**src/rtl/p_pkg.sv**
```systemverilog
// rtl/p_pkg.sv - shared state constants and sizing helper for the p_* blocks
//
// Contents:
//   P_ST_FILL / P_ST_HOLD : deserializer state encoding
//   p_count_width(n)      : bits needed to hold a count in the range 0..n
package p_pkg;

   localparam logic P_ST_FILL = 1'b0;
   localparam logic P_ST_HOLD = 1'b1;

   function automatic int p_count_width(input int n);
      return (n < 1) ? 1 : $clog2(n + 1);
   endfunction

endpackage

```
**src/rtl/p_slot_reg.sv**
```systemverilog
// rtl/p_slot_reg.sv - one output slot register with load, clear and sync reset
//
// Ports:
//   clk    : clock
//   reset  : synchronous active-high reset, forces q to 0
//   load   : capture d (wins over clear)
//   clear  : force q to 0
//   d      : word to capture
//   q      : stored word
module p_slot_reg #(
   parameter int BUS_WIDTH = 1
) (
   input  logic                 clk,
   input  logic                 reset,
   input  logic                 load,
   input  logic                 clear,
   input  logic [BUS_WIDTH-1:0] d,
   output logic [BUS_WIDTH-1:0] q
);

   // Load has priority over clear so slot 0 can be refilled in the same
   // cycle the previous group leaves.
   always_ff @(posedge clk) begin
      if (reset) begin
         q <= '0;
      end else if (load) begin
         q <= d;
      end else if (clear) begin
         q <= '0;
      end
   end

endmodule

```
**src/rtl/p_deserializer.sv**
```systemverilog
// rtl/p_deserializer.sv - collects BUS_WIDTH-bit words into an NB_INS-wide group
//
// Optional feature: P_DESER_FLUSH_EN adds the flush input, which presents a
// partially filled group early.
//
// Ports:
//   clk        : clock
//   reset      : synchronous active-high reset
//   flush      : present the current partial group (P_DESER_FLUSH_EN only)
//   in_valid   : producer has a word on in_bus
//   in_ready   : word accepted this cycle
//   in_bus     : incoming word
//   out_valid  : out_buses holds a complete or flushed group
//   out_ready  : consumer takes the group this cycle
//   out_buses  : collected words, index 0 = first received
//   fill_count : number of words in the current group
module p_deserializer
   import p_pkg::*;
#(
   parameter int BUS_WIDTH = 1,
   parameter int NB_INS    = 2
) (
   input  logic                                 clk,
   input  logic                                 reset,
`ifdef P_DESER_FLUSH_EN
   input  logic                                 flush,
`endif
   input  logic                                 in_valid,
   output logic                                 in_ready,
   input  logic [BUS_WIDTH-1:0]                 in_bus,
   output logic                                 out_valid,
   input  logic                                 out_ready,
   output logic [BUS_WIDTH-1:0]                 out_buses [NB_INS],
   output logic [p_count_width(NB_INS)-1:0]     fill_count
);

   localparam int CW = p_count_width(NB_INS);
   localparam logic [CW-1:0] LAST_IDX = CW'(NB_INS - 1);

   logic          state_q, state_d;
   logic [CW-1:0] fill_count_q, fill_count_d;
   logic          in_hs, out_hs, flush_go;
   logic [CW-1:0] wr_idx;

   assign in_hs  = in_valid & in_ready;
   assign out_hs = out_valid & out_ready;

`ifdef P_DESER_FLUSH_EN
   // An empty group is never presented; flush while holding is meaningless.
   assign flush_go = flush & (state_q == P_ST_FILL) & (fill_count_q != '0);
`else
   assign flush_go = 1'b0;
`endif

   // When a word enters in the same cycle a group leaves, it starts the new
   // group, so it lands in slot 0 rather than at the (full) fill count.
   assign wr_idx = out_hs ? '0 : fill_count_q;

   // State register
   always_ff @(posedge clk) begin
      if (reset) begin
         state_q      <= P_ST_FILL;
         fill_count_q <= '0;
      end else begin
         state_q      <= state_d;
         fill_count_q <= fill_count_d;
      end
   end

   // Next-state logic
   always_comb begin
      state_d      = state_q;
      fill_count_d = fill_count_q;
      if (state_q == P_ST_FILL) begin
         if (in_hs) begin
            fill_count_d = fill_count_q + CW'(1);
            if (fill_count_q == LAST_IDX) begin
               state_d = P_ST_HOLD;
            end
         end
         if (flush_go) begin
            state_d = P_ST_HOLD;
         end
      end else begin
         if (out_hs) begin
            if (in_hs) begin
               fill_count_d = CW'(1);
               // A single-slot group is already full after one word.
               state_d      = (NB_INS == 1) ? P_ST_HOLD : P_ST_FILL;
            end else begin
               fill_count_d = '0;
               state_d      = P_ST_FILL;
            end
         end
      end
   end

   // Output logic
   always_comb begin
      out_valid = (state_q == P_ST_HOLD);
      in_ready  = (state_q == P_ST_FILL) ? 1'b1 : out_ready;
   end

   assign fill_count = fill_count_q;

   for (genvar i = 0; i < NB_INS; i++) begin : g_slot
      p_slot_reg #(
         .BUS_WIDTH(BUS_WIDTH)
      ) u_slot (
         .clk   (clk),
         .reset (reset),
         .load  (in_hs && (wr_idx == CW'(i))),
         .clear (out_hs),
         .d     (in_bus),
         .q     (out_buses[i])
      );
   end

endmodule

```
**config.mk**
```make
export PLATFORM = sky130hd
export DESIGN_NAME = p_deserializer
export DESIGN_NICKNAME = d
export VERILOG_FILES = /design/src/rtl/p_pkg.sv /design/src/rtl/p_slot_reg.sv /design/src/rtl/p_deserializer.sv
export SDC_FILE = /design/constraint.sdc
export NUM_CORES = 1
export LEC_CHECK = 0
export CORE_AREA = 3 3 40 42
export DETAILED_ROUTE_END_ITERATION = 10
export DIE_AREA = 0 0 43 45
export PLACE_DENSITY_LB_ADDON = 0.3
export REMOVE_ABC_BUFFERS = 1
export SLEW_MARGIN = 30
export SYNTH_ARGS = -nofsm -noshare
export SYNTH_HDL_FRONTEND = slang
export SYNTH_SLANG_ARGS = --single-unit
```
**constraint.sdc**
```tcl
create_clock -name clk -period 1.8 [get_ports clk]
set_input_delay 0.45 -clock clk [delete_from_list [all_inputs] [get_ports clk]]
set_output_delay 0.45 -clock clk [all_outputs]
set_load 0.03 [all_outputs]
```
==> out/results.txt, run 1 <==
vias in the first global route - 242
final hold slack - 0.478 ns
max_cap viols - 0
crit path cell chain - clkdlybuf4s50_1, nand2b_1, buf_4
Syn Area/Cell - 8.84 um2
die extent in y - 45 um
Die X - 43 um
WHS Path Cells - 2
Initial DRC Count - 2
Final min period - 1.71 ns
I/O Buffers - 10
nets - 51
overall routed net length - 666 um
Setup Slack @ Placement - 0.0967 ns
Cells after Synth - 30
reg-to-reg endpoint - fill_count[1]$_SDFFE_PP0P_
Setup CP Type - input pin to output port
final core utilization - 0.318
Finish-stage setup viols - 0
unrepaired setup endpoints after global routing - false
RR Startpoint - fill_count[1]$_SDFFE_PP0P_
P_leak - 0.153 nW
initial antenna violation count - 0
post-route ant nets - 0
synthesized area - 265 um2
Worst setup SP type - input pin
CP Capture Type - output port
hold path start - g_slot[0].u_slot.q$_SDFFE_PP0P_
Initial DRT Pass Iterations - 3
CTS H-tree depth - 1
CTS tree - yes
status - complete, no violations
WL per Instance - 11.3 um
core box area - 1280 um2
Final Worst Setup Slack - 0.0920 ns
clock-pin slew on the worst setup and hold paths - 0.05 ns
Max Fclk - 585 MHz
layout cell share with drive strength beyond 1 - 0.182
Detailed Place HPWL - 482 um
Cell variety after synth - 19
Yosys Warn Count - 0
Post-Layout Cell Count - 59
ant diodes - 0
period utilization - 0.949
clock root cell - clkbuf_4
worst slew pin tran - 0.312 ns
Worst-Skew Late Latency - 0.25 ns
CP max stage delay - 0.47 ns
r2r worst-path depth - 6
clk buf depth - 2
Slew HR - 0.791
Critical Path RT - 1.35 ns
data arrival time of the worst path - 1.26 ns
count of state elements after synthesis - 5
Placer Congestion - 0.614
Fin Clk Skew - 0.00338 ns
CTS buffer count - 3
Hold Path Class - flop to flop
Pwr per Cell Area - 840 nW/um2
Vias - 257
final setup TNS - 0 ns
Post-CTS Hold Buffers - 0
gr usage total - 0.0882
share of the yosys chip area belonging to registers - 0.377
WHS Endpoint - g_slot[0].u_slot.q$_SDFFE_PP0P_
IO Pins - 11
Area Overhead vs Synth - 54.2%
Max VDD drop - 0.000280 V
Crit. Startpoint - out_ready
die area - 1940 um2
clock sinks - 5
Critical-path top delay cell - clkdlybuf4s50_1
r2r setup slk - 0.67 ns
post-CTS setup buffer count - 0
GRT overflow - 0
Pins Over Slew Limit - 0
cell count after placement - 55
Critical Path Fanout Max - 3
final hold vios - 0
vias per cell - 4.36
Worst path top cell family by delay - buffers and inverters
global-route wire length before repair - 1.15 mm
site row count - 13
worst path bufs/invs - 2
Starting Density - 0.206
largest net degree at the start of global routing - 9
Post-route DRC - 0
[sequential cells by signal, summed over array words and instances (netlist names)]
| signal | cells |
|---|---|
| fill_count | 2 |
| g_slot.u_slot.q | 2 |
| out_valid | 1 |
[per-layer routing]
metal	vias to the layer above	part of all wire	global-route usage
li1	135	-	-
met5	-	0	0
met2	8	0.43	0.117
met4	0	0.023	0.0542
met3	2	0.10	0.0757
met1	112	0.44	0.0938
[cells in the final DEF (no fill, tap or decap), drive strengths merged]
| cell | count |
|---|---|
| nand3b | 2 |
| nand2 | 3 |
| o21ai | 1 |
| buf | 4 |
| nand2b | 1 |
| nor4b | 1 |
| a31oi | 1 |
| a21oi | 3 |
| nor3 | 1 |
| nor3b | 1 |
| o31ai | 1 |
| mux2i | 1 |
| ha | 1 |
| clkbuf | 4 |
| o2111ai | 1 |
| nor2 | 1 |
| dfxtp | 5 |
| clkdlybuf4s50 | 8 |
| dlygate4sd2 | 1 |
| o32ai | 1 |
| inv | 2 |
[synthesized netlist by cell type]
library cell	n	area, um2
nor4b_2	1	15.0
ha_1	1	12.5
nand2_1	3	11.3
a31oi_1	1	6.26
nor2_1	1	3.75
inv_1	2	7.51
clkbuf_2	1	5.00
nor3b_1	1	7.51
nor3_1	1	5.00
o31ai_1	1	7.51
mux2i_1	1	10.0
o2111ai_1	1	8.76
nand3b_1	2	15.0
o32ai_1	1	8.76
buf_4	2	15.0
a21oi_1	3	15.0
dfxtp_1	5	100
nand2b_1	1	6.26
o21ai_0	1	5.00
[worst max-delay path by stage]
stage | to | slack, ns | depth (start not counted)
CTS | out_buses[1] | 0.07 | 1
floorplan | in_ready | 0.41 | 1
finish | in_ready | 0.09 | 3
global placement | in_ready | 0.1 | 3
global route | in_ready | 0.05 | 3
detailed placement | in_ready | 0.1 | 3
[final cells by class]
| class | count | area, um2 |
|---|---|---|
| clock buffers | 4 | 26.3 |
| fillers | 137 | 876 |
| flip-flops and latches | 5 | 100 |
| multi-input cells | 20 | 138 |
| inverters | 2 | 7.51 |
| well taps | 15 | 18.8 |
| repair buffers | 13 | 119 |
[report_power, final]
part           total, mW  internal, mW  switching, mW
logic             0.0816        0.0388         0.0428
clock network      0.137        0.0842         0.0527
registers          0.125         0.119        0.00597
[stage by stage]
step / instance area [um2] / total power, mW
after CTS: 409 / 0.356
after global placement: 384 / 0.211
after detailed placement: 384 / 0.211
after global routing: 409 / 0.370
after floorplan: 245 / 0.171
final: 409 / 0.344
[worst min-delay path, delay by kind of cell, from the launching register on]
family / cells / cell delay, ns
compound gates: 1 / 0.07
simple gates: 1 / 0.05
flops: 1 / 0.31
[logic make-up after synthesis]
| kind of cell | share of synthesized area |
|---|---|
| flops | 0.377 |
| mux | 0.0377 |
| compound gates | 0.193 |
| simple gates | 0.241 |
| buf+inv | 0.104 |
| fa+ha+maj | 0.0472 |
[what timing repair did]
action	CTS	global route
endpoints found under the setup margin	1	0
resized for setup	1	0
hold endpoints to repair	0	0
Note: power is estimated with default switching activity, not from simulation.
==> run 2: changes to the inputs <==
SKIP_CTS_REPAIR_TIMING = 1   (was default)
==> run 2 against run 1 <==
  * Die area stayed put
  * Count of clock-buffer cells in the layout unchanged
  * Via count grew 0.39%
  * Wire length fell by 0.30%
  * Combinational power rose by 1%
  * Highest routed layer unchanged
==> out/results.txt, run 2 (same netlist as run 1, synthesis figures left out) <==
status - complete, no violations
period utilization - 0.949 (about the same)
Post-Layout Cell Count - 59 (unchanged)
Placer Congestion - 0.614 (unchanged)
WHS Endpoint - g_slot[0].u_slot.q$_SDFFE_PP0P_
P_leak - 0.164 nW (+6.9%)
Max Fclk - 585 MHz (about the same)
reg-to-reg endpoint - fill_count[1]$_SDFFE_PP0P_
Critical Path RT - 1.35 ns (about the same)
nets - 51 (unchanged)
IO Pins - 11 (unchanged)
clock root cell - clkbuf_4
CTS H-tree depth - 1 (unchanged)
max_cap viols - 0 (unchanged)
Critical-path top delay cell - clkdlybuf4s50_1
Final min period - 1.71 ns (-0.00000540 ns)
Hold Path Class - flop to flop
most common cell after layout, fill and taps aside - clkdlybuf4s50_1
Initial DRT Pass Iterations - 3 (unchanged)
Area Overhead vs Synth - 55.7%
WL per Instance - 11.3 um (-0.30%)
Fin Clk Skew - 0.00326 ns (-0.000120 ns)
global-route wire length before repair - 1.14 mm (-1.2%)
clock-pin slew on the worst setup and hold paths - 0.05 ns (about the same)
die extent in y - 45 um (unchanged)
WHS Path Cells - 2 (unchanged)
Setup CP Type - input pin to output port
layout cell share with drive strength beyond 1 - 0.182 (unchanged)
unrepaired setup endpoints after global routing - false
CP Capture Type - output port
clock sinks - 5 (unchanged)
Starting Density - 0.206 (unchanged)
Worst-Skew Late Latency - 0.25 ns (about the same)
hold path start - g_slot[0].u_slot.q$_SDFFE_PP0P_
worst slew pin tran - 0.323 ns (+0.0116 ns)
r2r setup slk - 0.67 ns (about the same)
final hold slack - 0.478 ns (-0.0000180 ns)
Pwr per Cell Area - 835 nW/um2 (-0.64%)
r2r worst-path depth - 6 (unchanged)
Initial DRC Count - 2 (unchanged)
final setup TNS - 0 ns (unchanged)
# fillers - 135 (-1.5%)
core box area - 1280 um2 (unchanged)
initial antenna violation count - 0 (unchanged)
cell count after placement - 55 (unchanged)
die area - 1940 um2 (unchanged)
Vias - 258 (+0.39%)
gr usage total - 0.0874 (-0.000832)
CTS buffer count - 3 (unchanged)
crit path cell chain - clkdlybuf4s50_1, nand2b_1, buf_4
Post-route DRC - 0 (unchanged)
Detailed Place HPWL - 482 um (unchanged)
clk buf depth - 2 (unchanged)
GRT overflow - 0 (unchanged)
RR Startpoint - fill_count[1]$_SDFFE_PP0P_
largest net degree at the start of global routing - 9 (unchanged)
overall routed net length - 664 um (-0.30%)
total chip power - 345 uW (+0.27%)
site row count - 13 (unchanged)
Die X - 43 um (unchanged)
final core utilization - 0.321 (+0.00292)
CP max stage delay - 0.47 ns (about the same)
ant diodes - 0 (unchanged)
Finish-stage setup viols - 0 (unchanged)
vias per cell - 4.37 (+0.39%)
commonest non-fill, non-tap cells in the layout - clkdlybuf4s50_1 (8), dfxtp_1 (5), buf_4 (4)
data arrival time of the worst path - 1.26 ns (about the same)
Max VDD drop - 0.000280 V (about the same)
Pins Over Slew Limit - 0 (unchanged)
vias in the first global route - 242 (unchanged)
post-route ant nets - 0 (unchanged)
CTS tree - yes
Critical Path Fanout Max - 3 (unchanged)
Worst setup SP type - input pin
final hold vios - 0 (unchanged)
Slew HR - 0.784 (-0.00747)
I/O Buffers - 10 (unchanged)
-- run 2: cell types whose count changed in the layout (fill, tap and decap cells not counted) --
cell | before | now
dlygate4sd2_1 | 1 | 0
dlymetal6s2s_1 | 0 | 1
-- run 2: worst max-delay path by stage --
stage,slack (ns),endpoint,from
2_1_floorplan,0.41,in_ready,out_valid$_SDFF_PP0_
3_3_place_gp,0.1,in_ready,out_ready
3_5_place_dp,0.1,in_ready,out_ready
4_1_cts,-0.03,fill_count[0],fill_count[0]$_SDFFE_PP0P_
5_1_grt,0.05,in_ready,out_ready
6_report,0.09,in_ready,out_ready
-- run 2: layout make-up --
type | instances | area (um2) | area share
Tap cell | 15 | 18.8 | 0.0455
Multi-Input combinational cell | 20 | 138 | 0.333
Sequential cell | 5 | 100 | 0.242
Inverter | 2 | 7.51 | 0.0182
Clock buffer | 4 | 26.3 | 0.0636
Timing Repair Buffer | 13 | 123 | 0.297
-- run 2: worst max-delay path, delay by kind of cell --
kind	cells	cell delay, ns
AND/OR/NAND/NOR	1	0.16
buffers and inverters	2	0.65
-- run 2: metrics by stage --
| step | area [um2] | setup slack, ns |
|---|---|---|
| after floorplan | 245 | 0.409 |
| after global placement | 384 | 0.0975 |
| after detailed placement | 384 | 0.0967 |
| after CTS | 410 | -0.0255 |
| after global routing | 413 | 0.0477 |
| final | 413 | 0.0920 |
-- run 2: routing by layer --
layer / global-route usage / up-vias / wire length, um / share of wire
li1: - / 135 / - / -
met1: 0.0938 / 113 / 296 / 0.45
met4: 0.0542 / 0 / 15 / 0.023
met3: 0.0717 / 2 / 62 / 0.093
met5: 0 / - / 0 / 0
met2: 0.117 / 8 / 289 / 0.44
-- run 2: power by group --
group | leakage [nW] | total (mW) | internal, mW | switching, mW
sequential | 0.0410 | 0.125 | 0.119 | 0.00589
combinational | 0.108 | 0.0828 | 0.0400 | 0.0428
clock | 0.0150 | 0.137 | 0.0842 | 0.0526
